### src/rtl/shift_issue_pkg.sv
`default_nettype none
// ============================================================================
// Module   : shift_issue_pkg
// Brief    : Opcode/funct constants shared by the shift issue stage.
// Revision : 1.0
// ============================================================================
package shift_issue_pkg;

    localparam logic [5:0] OP_RTYPE = 6'b000000;

    localparam logic [5:0] F_SLL  = 6'b000000;
    localparam logic [5:0] F_SRL  = 6'b000010;
    localparam logic [5:0] F_SRA  = 6'b000011;
    localparam logic [5:0] F_SLLV = 6'b000100;
    localparam logic [5:0] F_SRLV = 6'b000110;
    localparam logic [5:0] F_SRAV = 6'b000111;

    localparam logic [4:0] REG_ZERO = 5'd0;

endpackage : shift_issue_pkg
`default_nettype wire

### src/rtl/shift_issue_stage_decode.sv
`default_nettype none
// ============================================================================
// Module   : shift_decode
// Brief    : Combinational recogniser for the six R-type shift instructions.
// Revision : 1.0
// ============================================================================
module shift_decode
    import shift_issue_pkg::*;
(
    input  logic [31:0] inst,
    output logic        is_shift,
    output logic        right,
    output logic        arith,
    output logic        variable
);

    logic [5:0] w_op;
    logic [5:0] w_funct;
    logic       w_funct_ok;

    assign w_op    = inst[31:26];
    assign w_funct = inst[5:0];

    always_comb begin
        w_funct_ok = 1'b0;
        case (w_funct)
            F_SLL, F_SRL, F_SRA, F_SLLV, F_SRLV, F_SRAV: w_funct_ok = 1'b1;
            default:                                     w_funct_ok = 1'b0;
        endcase
    end

    // The all-zero word encodes sll $0,$0,0 but is the canonical nop.
    assign is_shift = (w_op == OP_RTYPE) && w_funct_ok && (inst != 32'h0);
    assign right    = w_funct[1];
    assign arith    = w_funct[1] & w_funct[0];
    assign variable = w_funct[2];

endmodule : shift_decode
`default_nettype wire

### src/rtl/shift_issue_stage.sv
`default_nettype none
// ============================================================================
// Module   : shift_issue_stage
// Brief    : Decode/issue register feeding the barrel shifter, with bypass,
//            valid/ready handshake, flush and a saturating issue counter.
// Revision : 1.0
// ============================================================================
module shift_issue_stage
    import shift_issue_pkg::*;
#(
    parameter int CNT_W = 16
) (
    input  logic             clk,
    input  logic             rst,
    input  logic             in_valid,
    output logic             in_ready,
    input  logic [31:0]      inst,
    input  logic [31:0]      rs_val,
    input  logic [31:0]      rt_val,
    input  logic             fwd_en,
    input  logic [4:0]       fwd_reg,
    input  logic [31:0]      fwd_data,
    input  logic             flush,
    output logic             out_valid,
    input  logic             out_ready,
    output logic [31:0]      d,
    output logic [31:0]      sa,
    output logic             right,
    output logic             arith,
    output logic [4:0]       wreg,
    output logic [CNT_W-1:0] shift_cnt
);

    logic             w_is_shift;
    logic             w_right;
    logic             w_arith;
    logic             w_variable;
    logic [4:0]       w_rs;
    logic [4:0]       w_rt;
    logic [31:0]      w_rs_src;
    logic [31:0]      w_rt_src;
    logic [31:0]      w_sa;
    logic             w_accept;
    logic             w_load;
    logic [26:0]      w_unused_rs_hi;

    logic             r_out_valid;
    logic [31:0]      r_d;
    logic [31:0]      r_sa;
    logic             r_right;
    logic             r_arith;
    logic [4:0]       r_wreg;
    logic [CNT_W-1:0] r_cnt;

    shift_decode u_decode (
        .inst     (inst),
        .is_shift (w_is_shift),
        .right    (w_right),
        .arith    (w_arith),
        .variable (w_variable)
    );

    function automatic logic [31:0] source(
        input logic [4:0]  r,
        input logic [31:0] rf
    );
        if (r == REG_ZERO)
            return 32'h0;
        else if (fwd_en && (fwd_reg == r))
            return fwd_data;
        else
            return rf;
    endfunction

    assign w_rs     = inst[25:21];
    assign w_rt     = inst[20:16];
    assign w_rs_src = source(w_rs, rs_val);
    assign w_rt_src = source(w_rt, rt_val);
    assign w_sa     = w_variable ? {27'b0, w_rs_src[4:0]} : {27'b0, inst[10:6]};

    // Only the low five bits of a variable shift amount matter.
    assign w_unused_rs_hi = w_rs_src[31:5];

    assign in_ready = !r_out_valid || out_ready;
    assign w_accept = in_valid && in_ready;
    assign w_load   = w_accept && w_is_shift && !flush;

    always_ff @(posedge clk) begin
        if (rst) begin
            r_out_valid <= 1'b0;
            r_d         <= 32'h0;
            r_sa        <= 32'h0;
            r_right     <= 1'b0;
            r_arith     <= 1'b0;
            r_wreg      <= 5'd0;
            r_cnt       <= '0;
        end else begin
            if (flush) begin
                r_out_valid <= 1'b0;
            end else if (w_load) begin
                r_out_valid <= 1'b1;
                r_d         <= w_rt_src;
                r_sa        <= w_sa;
                r_right     <= w_right;
                r_arith     <= w_arith;
                r_wreg      <= inst[15:11];
            end else if (r_out_valid && out_ready) begin
                r_out_valid <= 1'b0;
            end

            if (w_load && (r_cnt != {CNT_W{1'b1}}))
                r_cnt <= r_cnt + CNT_W'(1);
        end
    end

    assign out_valid = r_out_valid;
    assign d         = r_d;
    assign sa        = r_sa;
    assign right     = r_right;
    assign arith     = r_arith;
    assign wreg      = r_wreg;
    assign shift_cnt = r_cnt;

endmodule : shift_issue_stage
`default_nettype wire

### config.mk
export PLATFORM = sky130hd
export DESIGN_NAME = shift_issue_stage
export DESIGN_NICKNAME = d
export VERILOG_FILES = /design/src/rtl/shift_issue_pkg.sv /design/src/rtl/shift_issue_stage_decode.sv /design/src/rtl/shift_issue_stage.sv
export SDC_FILE = /design/constraint.sdc
export NUM_CORES = 1
export LEC_CHECK = 0
export BUFFER_PORTS_ARGS = -buffer_cell sky130_fd_sc_hd__buf_2
export CAP_MARGIN = 20
export CORE_UTILIZATION = 38
export DETAILED_ROUTE_END_ITERATION = 10
export PLACE_DENSITY_LB_ADDON = 0.3
export SKIP_CTS_REPAIR_TIMING = 1
export SLEW_MARGIN = 40
export SYNTH_ARGS = -nofsm -noshare
export SYNTH_HDL_FRONTEND = slang
export SYNTH_SLANG_ARGS = --single-unit
### constraint.sdc
create_clock -name clk -period 5 [get_ports clk]
set_clock_uncertainty 0.05 [all_clocks]
set_input_delay 0 -clock clk [delete_from_list [all_inputs] [get_ports clk]]
set_output_delay 0 -clock clk [all_outputs]
set_load 0.02 [all_outputs]
==> results of run 1 <==
[final timing paths]
path / startpoint / endpoint / slack, ns / depth (start not counted)
setup reg to reg: out_valid / out_valid / 2.71 / 6
hold / removal: inst[10] / sa[4] / -0.02 / 3
setup / recovery: inst[13] / out_valid / 2.31 / 8
hold reg to reg: wreg[1] / wreg[1] / 0.41 / 2
[cell usage after synthesis]
library cell	n
o2bb2ai_1	22
nor3_1	9
o2bb2ai_2	10
nand3_2	1
conb_1	1
nor2b_1	5
buf_2	6
or3_1	6
a221oi_1	5
nor4_1	10
mux2_2	8
nor2_2	1
and3_1	4
mux2i_1	33
nand4_1	7
buf_12	1
nand3_1	9
nand2b_1	3
inv_1	4
buf_6	2
nand3b_1	1
a31o_2	1
dfxtp_1	61
nor2_8	1
a211oi_1	1
nand2_1	26
a21oi_1	13
buf_4	27
buf_8	2
clkbuf_1	9
and2_4	1
ha_1	1
or4_1	2
o21ai_0	6
and2_1	1
xnor2_1	2
nand4b_1	1
xor2_1	13
nor2_1	21
[layout make-up]
class | instances | share of cell area
Inverter | 4 | 0.00303
Sequential cell | 61 | 0.246
Timing Repair Buffer | 251 | 0.331
Tap cell | 105 | 0.0265
Multi-Input combinational cell | 251 | 0.350
Clock buffer | 11 | 0.0285
Clock inverter | 4 | 0.0146
[layer usage]
| layer | up-vias | share of wire | GRT usage |
|---|---|---|---|
| met5 | - | 0.0013 | 0 |
| met4 | 2 | 0.0082 | 0.0782 |
| met3 | 12 | 0.072 | 0.0518 |
| met2 | 141 | 0.50 | 0.342 |
| met1 | 1538 | 0.42 | 0.215 |
| li1 | 1646 | - | - |
[report_power, final]
group | switching [mW] | internal (mW)
clock network | 0.184 | 0.291
registers | 0.0000651 | 0.486
logic | 0.0745 | 0.0893
total | 0.259 | 0.866
[cell usage in the layout (no fill, tap or decap), types with 2 or more instances in the layout]
cell           instances
a21oi_1               13
conb_1                27
buf_2                173
clkbuf_8              10
nor3_1                 9
nand2_1               26
a221oi_1               5
nand2b_1               3
and3_1                 3
nor2_1                21
or4_1                  2
o21ai_0                6
mux2i_1               33
inv_1                  4
nand4_1                7
dfxtp_1               61
mux2_2                 8
o2bb2ai_1             22
bufinv_16              2
o2bb2ai_2             10
xnor2_1                2
nand3_1                9
or3_1                  6
xor2_1                13
nor2b_1                5
nor4_1                10
dlygate4sd3_1         77
[stage by stage]
| stage | hold slack [ns] | setup WS (ns) |
|---|---|---|
| floorplan | 0.0285 | 3.02 |
| global placement | 0.147 | 2.86 |
| detailed placement | 0.160 | 2.84 |
| CTS | -0.203 | 2.86 |
| global route | 0.0108 | 2.14 |
| finish | -0.0155 | 2.31 |
[sequential cells by signal (all words and copies together) (netlist names)]
| register | cells |
|---|---|
| out_valid | 1 |
| d | 32 |
| shift_cnt | 16 |
| wreg | 5 |
| right | 1 |
| sa | 5 |
| arith | 1 |
[cell families after synthesis]
group / after synthesis / synth area share
and+or+nand+nor: 109 / 0.177
DFF: 61 / 0.381
AOI/OAI and AO/OA: 58 / 0.155
buffers and inverters: 51 / 0.110
muxes: 41 / 0.131
xor gates and xnor gates: 15 / 0.0409
adders and majority gates: 1 / 0.00390
other: 1 / 0.00117
[critical path, stage by stage]
cell and delay (ns):
dlygate4sd3_1 0.53, buf_2 0.13, nor4_1 0.33, nand4_1 0.17, or3_1 0.53, nand2_1 0.43
a211oi_1 0.14, dlygate4sd3_1 0.59
==> results.sh, run 1 <==
export IMPL_vias=3339
export IMPL_netlist_instances=337
export IMPL_peakVddDrop_mv=0.116
export IMPL_final_area_mm2=0.00496
export IMPL_area_growth_pct=54.6
export IMPL_drt_iter0_drc=83
export IMPL_synth_top_cell_area_share=0.381
export IMPL_final_setup_tns_ns=0
export IMPL_regArea_mm2=0.00122
export IMPL_post_route_min_period_ns=2.69
export IMPL_wirelength_um=10100
export IMPL_drive_above_1_share=0.364
export IMPL_yosysUniqueCellTypes=39
export IMPL_leakage_nw=2.21
export IMPL_dieArea_mm2=0.00882
export IMPL_nNetsFinal=718
export IMPL_place_inst=595
export IMPL_grt_pass1_wl_um=13200
export IMPL_ys_ff_latch=61
export IMPL_clk_latency_ns=0.33
export IMPL_worst_pin_slew_ns=0.733
export IMPL_rows=33
export IMPL_drtAntennaViolNets=0
export IMPL_portBuffers=173
export IMPL_grt_usage=0.192
export IMPL_instances_no_fill=687
export IMPL_fin_util=0.607
export IMPL_synth_avg_cell_area_um2=9.52
export IMPL_synth_top_area_cell="dfxtp_1"
export IMPL_maxSlewHeadroom=0.511
export IMPL_num_antenna_cells=0
export IMPL_post_route_drc_count=0
export IMPL_hold_viol=1
export IMPL_wl_per_cell_um=14.7
export IMPL_finalCritPeriodShare=0.538
export IMPL_ios=228
export IMPL_cts_tree="built"
export IMPL_endpoint_kind="flip-flop"
export IMPL_antenna_found_initial=1
export IMPL_grt_max_degree=38
export IMPL_fill_cells=677
export IMPL_htree_levels=3
export IMPL_worstPathMaxFanout=14
export IMPL_outcome="complete, but fails checks"
export IMPL_cts_made_buffers=9
export IMPL_yosys_warnings=0
export IMPL_core_mm2=0.00818
export IMPL_dp_hpwl_um=6530
export IMPL_violations="hold timing"
export IMPL_die_h_um=93.9
export IMPL_required_ns=5.16
export IMPL_clockBufferDepth=2
export IMPL_ys_top_cells_by_area="dfxtp_1 38%, mux2i_1 10%, buf_4 6.3%"
export IMPL_clk_pin_slew_ns=0.07
export IMPL_finalSetupViolCount=0
export IMPL_synth_area_mm2=0.00321
export IMPL_critical_path_class="input port to flip-flop"
export IMPL_root_buffer="clkbuf_8"
export IMPL_finalMaxSlewViolations=0
export IMPL_multi_input_area_mm2=0.00174
export IMPL_place_congestion=0.759
export IMPL_seq_area_frac_synth=0.381
export IMPL_initial_core_util=0.393
export IMPL_crit_arrival_ns=2.85
export IMPL_place_area_mm2=0.00398
export IMPL_drtPass1Iterations=4
export IMPL_grt_pass1_vias=2881
export IMPL_powerDensity_mw_per_mm2=227
export IMPL_cp_start_kind="input port"
export IMPL_viasPerCell=4.86
export IMPL_grt_overflow=0
export IMPL_cts_sinks=61
export IMPL_fin_total_pwr_mw=1.13
export IMPL_maxCapViolCount=0
export IMPL_timing_hold_ws_ns=-0.0155
export IMPL_grt_setup_unrepaired="no"
export IMPL_fmax_ghz=0.372
export IMPL_hp_class="input port to flip-flop"
export IMPL_die_w_um=93.9
(Power assumes the default switching activity.)
==> run 2, diff against run 1 <==
==> constraint.sdc (replaced) <==
create_clock -name clk -period 2.7 [get_ports clk]
set_clock_uncertainty 0.05 [all_clocks]
set_input_delay 0 -clock clk [delete_from_list [all_inputs] [get_ports clk]]
set_output_delay 0 -clock clk [all_outputs]
set_load 0.02 [all_outputs]
==> run 2 against run 1 <==
Net effect: the flow now finishes without violations; sequential cell count unchanged; critical path depth grew 1; hold slack improved by 0.075 ns; cell count rose by 0.58%; combinational power grew 85%; die area did not move; critical path type unchanged.
==> results.sh, run 2 (same netlist as run 1, synthesis figures left out) <==
export IMPL_outcome="completed"
export IMPL_crit_arrival_ns=2.73
export IMPL_critical_path_class="input port to flip-flop"
export IMPL_rows=33
export IMPL_grt_usage=0.193
export IMPL_die_w_um=93.9
export IMPL_cts_made_buffers=9
export IMPL_clk_latency_ns=0.34
export IMPL_r2r_end="shift_cnt[11]"
export IMPL_regArea_mm2=0.00122
export IMPL_worst_pin_slew_ns=0.721
export IMPL_post_route_drc_count=0
export IMPL_mostFrequentLayoutCell="buf_2"
export IMPL_fill_cells=682
export IMPL_num_antenna_cells=0
export IMPL_grt_overflow=0
export IMPL_root_buffer="clkbuf_8"
export IMPL_layout_common_cells="173 x buf_2, 78 x dlygate4sd3_1, 61 x dfxtp_1"
export IMPL_met3_usage=0.0599
export IMPL_fin_total_pwr_mw=2.06
export IMPL_worstHoldEndpoint="sa[4]"
export IMPL_grt_busiest_layer="met2"
export IMPL_r2r_slack_ns=0.55
export IMPL_place_congestion=0.775
export IMPL_portBuffers=173
export IMPL_dp_hpwl_um=6420
export IMPL_endpoint_kind="flip-flop"
export IMPL_hold_viol=0
export IMPL_worstPathMaxFanout=13
export IMPL_die_h_um=93.9
export IMPL_timing_hold_ws_ns=0.0591
export IMPL_power_switching_mw=0.491
export IMPL_powerDensity_mw_per_mm2=413
export IMPL_finalCritPeriodShare=0.946
export IMPL_post_route_min_period_ns=2.55
export IMPL_instances_no_fill=691
export IMPL_clk_pin_slew_ns=0.07
export IMPL_largest_reg_flops=32
export IMPL_ios=228
export IMPL_finalMaxSlewViolations=0
export IMPL_cts_tree="built"
export IMPL_finalSetupViolCount=0
export IMPL_whs_path_depth=4
export IMPL_fmax_ghz=0.391
export IMPL_grt_setup_unrepaired="no"
export IMPL_required_ns=2.88
export IMPL_reg2regPathDepth=7
export IMPL_combPwrFrac=0.148
export IMPL_vias=3383
export IMPL_wl_per_cell_um=14.8
export IMPL_drive_above_1_share=0.367
export IMPL_clockBufferDepth=2
export IMPL_viasPerCell=4.90
export IMPL_grt_pass1_vias=2755
export IMPL_power_frac_seq=0.437
export IMPL_antenna_found_initial=0
export IMPL_drtPass1Iterations=4
export IMPL_leakage_nw=2.23
export IMPL_multi_input_area_mm2=0.00173
export IMPL_pwr_share_clk=0.415
export IMPL_peakVddDrop_mv=0.228
export IMPL_nNetsFinal=721
export IMPL_place_inst=597
export IMPL_hold_start="rs_val[4]"
export IMPL_htree_levels=3
export IMPL_hp_class="input port to flip-flop"
export IMPL_dieArea_mm2=0.00882
export IMPL_cp_start_kind="input port"
export IMPL_rr_startpoint="shift_cnt[0]"
export IMPL_gr_usage_met1=0.221
export IMPL_cts_sinks=61
export IMPL_final_setup_tns_ns=0
export IMPL_sw_frac_of_total=0.239
export IMPL_grt_util_met2=0.336
export IMPL_initial_core_util=0.393
export IMPL_drt_iter0_drc=49
export IMPL_wirelength_um=10200
export IMPL_p_int_mw=1.57
export IMPL_area_growth_pct=55.2
export IMPL_maxCapViolCount=0
export IMPL_core_mm2=0.00818
export IMPL_grt_max_degree=38
export IMPL_maxSlewHeadroom=0.519
export IMPL_drtAntennaViolNets=0
export IMPL_grt_pass1_wl_um=13100
==> run 2: cell types whose count changed in the layout (fill, tap and decap cells not counted), sizes merged <==
cell         delta
bufinv          -1
buf             +2
clkbuf          +2
dlygate4sd3     +1
==> run 2: critical path, stage by stage <==
cell and delay, ns:
dlygate4sd3_1 0.55, buf_2 0.13, nor4_1 0.33, nand4_1 0.17
or3_1 0.53, nand2_1 0.14, buf_4 0.20, a211oi_1 0.09
dlygate4sd3_1 0.59
==> run 2: cell type report <==
class	count	area share
clock inverters	3	0.00854
inverters	4	0.00301
multi-input cells	251	0.348
flip-flops and latches	61	0.245
repair buffers	254	0.335
well taps	105	0.0264
clock buffers	13	0.0339
==> run 2: power by group through the flow <==
stage | Sequential (mW) | Combinational [mW] | Clock [mW]
6_report | 0.900 | 0.304 | 0.855
5_1_grt | 0.899 | 0.327 | 0.928
4_1_cts | 0.900 | 0.203 | 0.876
3_5_place_dp | 0.920 | 0.202 | 0
3_3_place_gp | 0.920 | 0.199 | 0
2_1_floorplan | 0.920 | 0.137 | 0
==> run 2: how the worst max path moves through the flow <==
stage,startpoint,to
2_1_floorplan,shift_cnt[0],shift_cnt[1]
3_3_place_gp,inst[13],d[24]
3_5_place_dp,inst[13],d[21]
4_1_cts,shift_cnt[0],shift_cnt[7]
5_1_grt,inst[13],out_valid
6_report,inst[13],out_valid
==> run 2: layer usage <==
metal	wire length (um)	vias to the layer above
li1	-	1656
met1	4220	1569
met2	5040	143
met3	772	15
met4	170	0
met5	0	-
==> run 2: metrics by stage <==
stage                util  instance area (um^2)  worst slack [ns]
CTS                 0.514                  4200             0.544
global placement    0.488                  3990             0.559
global route        0.609                  4980            0.0551
detailed placement  0.488                  3990             0.551
finish              0.609                  4980             0.145
floorplan               -                  3310             0.717
==> run 3, diff against run 2 <==
--- a/config.mk
+++ b/config.mk
@@ -10,8 +10,10 @@
 export CORE_UTILIZATION = 38
 export DETAILED_ROUTE_END_ITERATION = 10
 export PLACE_DENSITY_LB_ADDON = 0.3
+export RECOVER_POWER = 50
 export SKIP_CTS_REPAIR_TIMING = 1
 export SLEW_MARGIN = 40
 export SYNTH_ARGS = -nofsm -noshare
 export SYNTH_HDL_FRONTEND = slang
+export SYNTH_HIERARCHICAL = 1
 export SYNTH_SLANG_ARGS = --single-unit
==> run 3 against run 2 <==
Net effect: largest cell class unchanged; clock power down 15%; sequential power about the same; sequential share of layout area is 0.94 points higher; via count up 3.6%; critical endpoint is now d[28]; area after synthesis fell by 1.5%; fmax increased by 7.2%; the flow now finishes with violations (hold timing); sequential cell count unchanged; die area decreased by 1.5%.
==> results.sh, run 3 <==
export IMPL_endpoint_kind="flip-flop"
export IMPL_synth_commonest_cells="61 x dfxtp_1, 49 x nand2_1, 33 x mux2i_1"
export IMPL_maxCapViolCount=0
export IMPL_cpMostUsedCell="nor4_1"
export IMPL_max_stage_delay_ns=0.57
export IMPL_synth_compound_area_frac=0.129
export IMPL_synth_area_mux_share=0.105
export IMPL_finalSetupViolCount=0
export IMPL_clk_pin_slew_ns=0.07
export IMPL_crit_arrival_ns=2.57
export IMPL_finalCritPeriodShare=0.882
export IMPL_synth_top_area_cell="dfxtp_1"
export IMPL_hp_class="input port to flip-flop"
export IMPL_path_cells="dlygate4sd3_1 -> buf_2 -> nor4_1 -> and4_1 -> a31oi_1 -> nand2_1 -> nor4_1 -> o21ai_4 -> o21ai_0"
export IMPL_synthXorXnorAreaFrac=0.0610
export IMPL_grt_overflow=0
export IMPL_leakage_nw=1.92
export IMPL_grt_setup_unrepaired="no"
export IMPL_grt_pass1_vias=2929
export IMPL_htree_levels=3
export IMPL_dp_hpwl_um=6420
export IMPL_required_ns=2.89
export IMPL_portBuffers=173
export IMPL_grt_usage=0.192
export IMPL_ys_ff_latch=61
export IMPL_slowest_stage="nor4_1"
export IMPL_wl_per_cell_um=14.3
export IMPL_drtPass1Iterations=4
export IMPL_dieArea_mm2=0.00869
export IMPL_cts_sinks=61
export IMPL_die_h_um=93.2
export IMPL_fill_cells=711
export IMPL_grt_pass1_wl_um=13200
export IMPL_nNetsFinal=745
export IMPL_finalWorstSetupSlack_ns=0.318
export IMPL_violations="hold timing"
export IMPL_outcome="complete, but fails checks"
export IMPL_vias=3504
export IMPL_synth_avg_cell_area_um2=8.61
export IMPL_antenna_found_initial=0
export IMPL_rows=32
export IMPL_synth_top_family_by_area="simple AND/OR/NAND/NOR gates"
export IMPL_dp_slack_ns=0.378
export IMPL_synth_most_common_cell="dfxtp_1"
export IMPL_yosys_warnings=6
export IMPL_yosysUniqueCellTypes=43
export IMPL_crit_family="simple AND/OR/NAND/NOR gates"
export IMPL_drive_above_1_share=0.233
export IMPL_cts_made_buffers=9
export IMPL_largest_reg_flops=32
export IMPL_drt_iter0_drc=145
export IMPL_synth_area_mm2=0.00316
export IMPL_cp_start_kind="input port"
export IMPL_layout_common_cells="112 x buf_2, 69 x dlygate4sd3_1, 62 x clkbuf_1"
export IMPL_viasPerCell=4.92
export IMPL_final_setup_tns_ns=0
export IMPL_initial_core_util=0.401
export IMPL_seq_area_frac_synth=0.386
export IMPL_post_route_drc_count=0
export IMPL_clockBufferDepth=2
export IMPL_root_buffer="clkbuf_8"
export IMPL_die_w_um=93.2
export IMPL_cts_tree="built"
export IMPL_core_mm2=0.00789
export IMPL_netlist_instances=367
export IMPL_ys_top_cells_by_area="dfxtp_1 39%, mux2i_1 10%, buf_4 7.6%"
export IMPL_maxSlewHeadroom=0.525
export IMPL_clk_latency_ns=0.32
export IMPL_num_antenna_cells=0
export IMPL_mostFrequentLayoutCell="buf_2"
export IMPL_drtAntennaViolNets=0
export IMPL_critical_path_class="input port to flip-flop"
export IMPL_wirelength_um=10200
export IMPL_crit_buf_inv=2
export IMPL_timing_hold_ws_ns=-0.0433
export IMPL_worstPathMaxFanout=32
export IMPL_place_congestion=0.861
export IMPL_synthSimpleGateAreaFrac=0.214
export IMPL_ios=228
export IMPL_grt_max_degree=33
export IMPL_area_growth_pct=51.8
export IMPL_post_route_min_period_ns=2.38
export IMPL_hold_viol=3
export IMPL_powerDensity_mw_per_mm2=401
export IMPL_synth_edf_count=0
export IMPL_ys_flop_type="dfxtp_1"
export IMPL_peakVddDrop_mv=0.316
export IMPL_worst_pin_slew_ns=0.706
export IMPL_async_flop_share=0
export IMPL_synth_top_cell_area_share=0.386
export IMPL_finalMaxSlewViolations=0
export IMPL_fmax_ghz=0.420
export IMPL_synth_fa_ha_area_frac=0.00396
run 3: cell types whose count changed after synthesis, sizes merged, moves of 5 or more:
cell | previous run | this run
o21ai | 6 | 36
nand2 | 26 | 49
nor4 | 10 | 16
o2bb2ai | 32 | 0
nand3 | 10 | 5
or3 | 6 | 1
mux2 | 8 | 0
nor3 | 9 | 4
run 3: report_power, final:
part           switching [mW]  leakage (nW)  internal [mW]
clock network           0.370        0.0815          0.358
logic                   0.138          1.34          0.156
registers            0.000117         0.491          0.899
total                   0.507          1.92           1.41
run 3: path summary, 6_finish.rpt:
kind                start           end  slack, ns  cells after the start
max               inst[1]         d[28]       0.32                      9
min            rt_val[11]         d[11]      -0.04                      3
max reg2reg  shift_cnt[0]  shift_cnt[1]       0.76                      6
min reg2reg         d[15]         d[15]       0.40                      2
run 3: cell type report:
type | instances | area, um^2 | share of cell area
timing repair buffer | 246 | 1510 | 0.315
clock inverter | 5 | 36.3 | 0.00756
sequential | 61 | 1220 | 0.255
multi-input combinational | 281 | 1740 | 0.362
inverter | 6 | 22.5 | 0.00469
tap | 102 | 128 | 0.0266
clock buffer | 11 | 141 | 0.0295
run 3: worst register-to-register path: cells and delay by family, from the launching register on:
family,cells,cell delay (ns)
and+or+nand+nor,3,0.54
muxes,1,0.21
adders and majority gates,1,0.33
DFF,1,0.40
AOI/OAI and AO/OA,1,0.30
run 3: metal layers:
metal | track usage | wire (um) | vias up | part of all wire
met4 | 0.0538 | 157 | 0 | 0.015
met1 | 0.213 | 4080 | 1594 | 0.40
met2 | 0.347 | 5250 | 165 | 0.52
li1 | - | - | 1728 | -
met3 | 0.0634 | 683 | 17 | 0.067
met5 | 0 | 0 | - | 0
run 3: metrics by stage:
stage | std cells | utilization | area [um^2] | total power [mW]
detailed placement | 627 | 0.508 | 4010 | 1.12
global placement | 627 | 0.507 | 4000 | 1.12
floorplan | 393 | - | 3260 | 1.05
global route | 712 | 0.608 | 4800 | 2.01
finish | 712 | 0.608 | 4800 | 1.92
CTS | 643 | 0.530 | 4180 | 1.85
run 3: cell families (layout without fill, tap and decap cells):
logic type	after synthesis	after routing
buf+inv	51	268
simple gates	130	130
flops	61	61
fa+ha+maj	1	1
other cells	1	27
mux	33	33
compound gates	68	68
xor+xnor	22	22
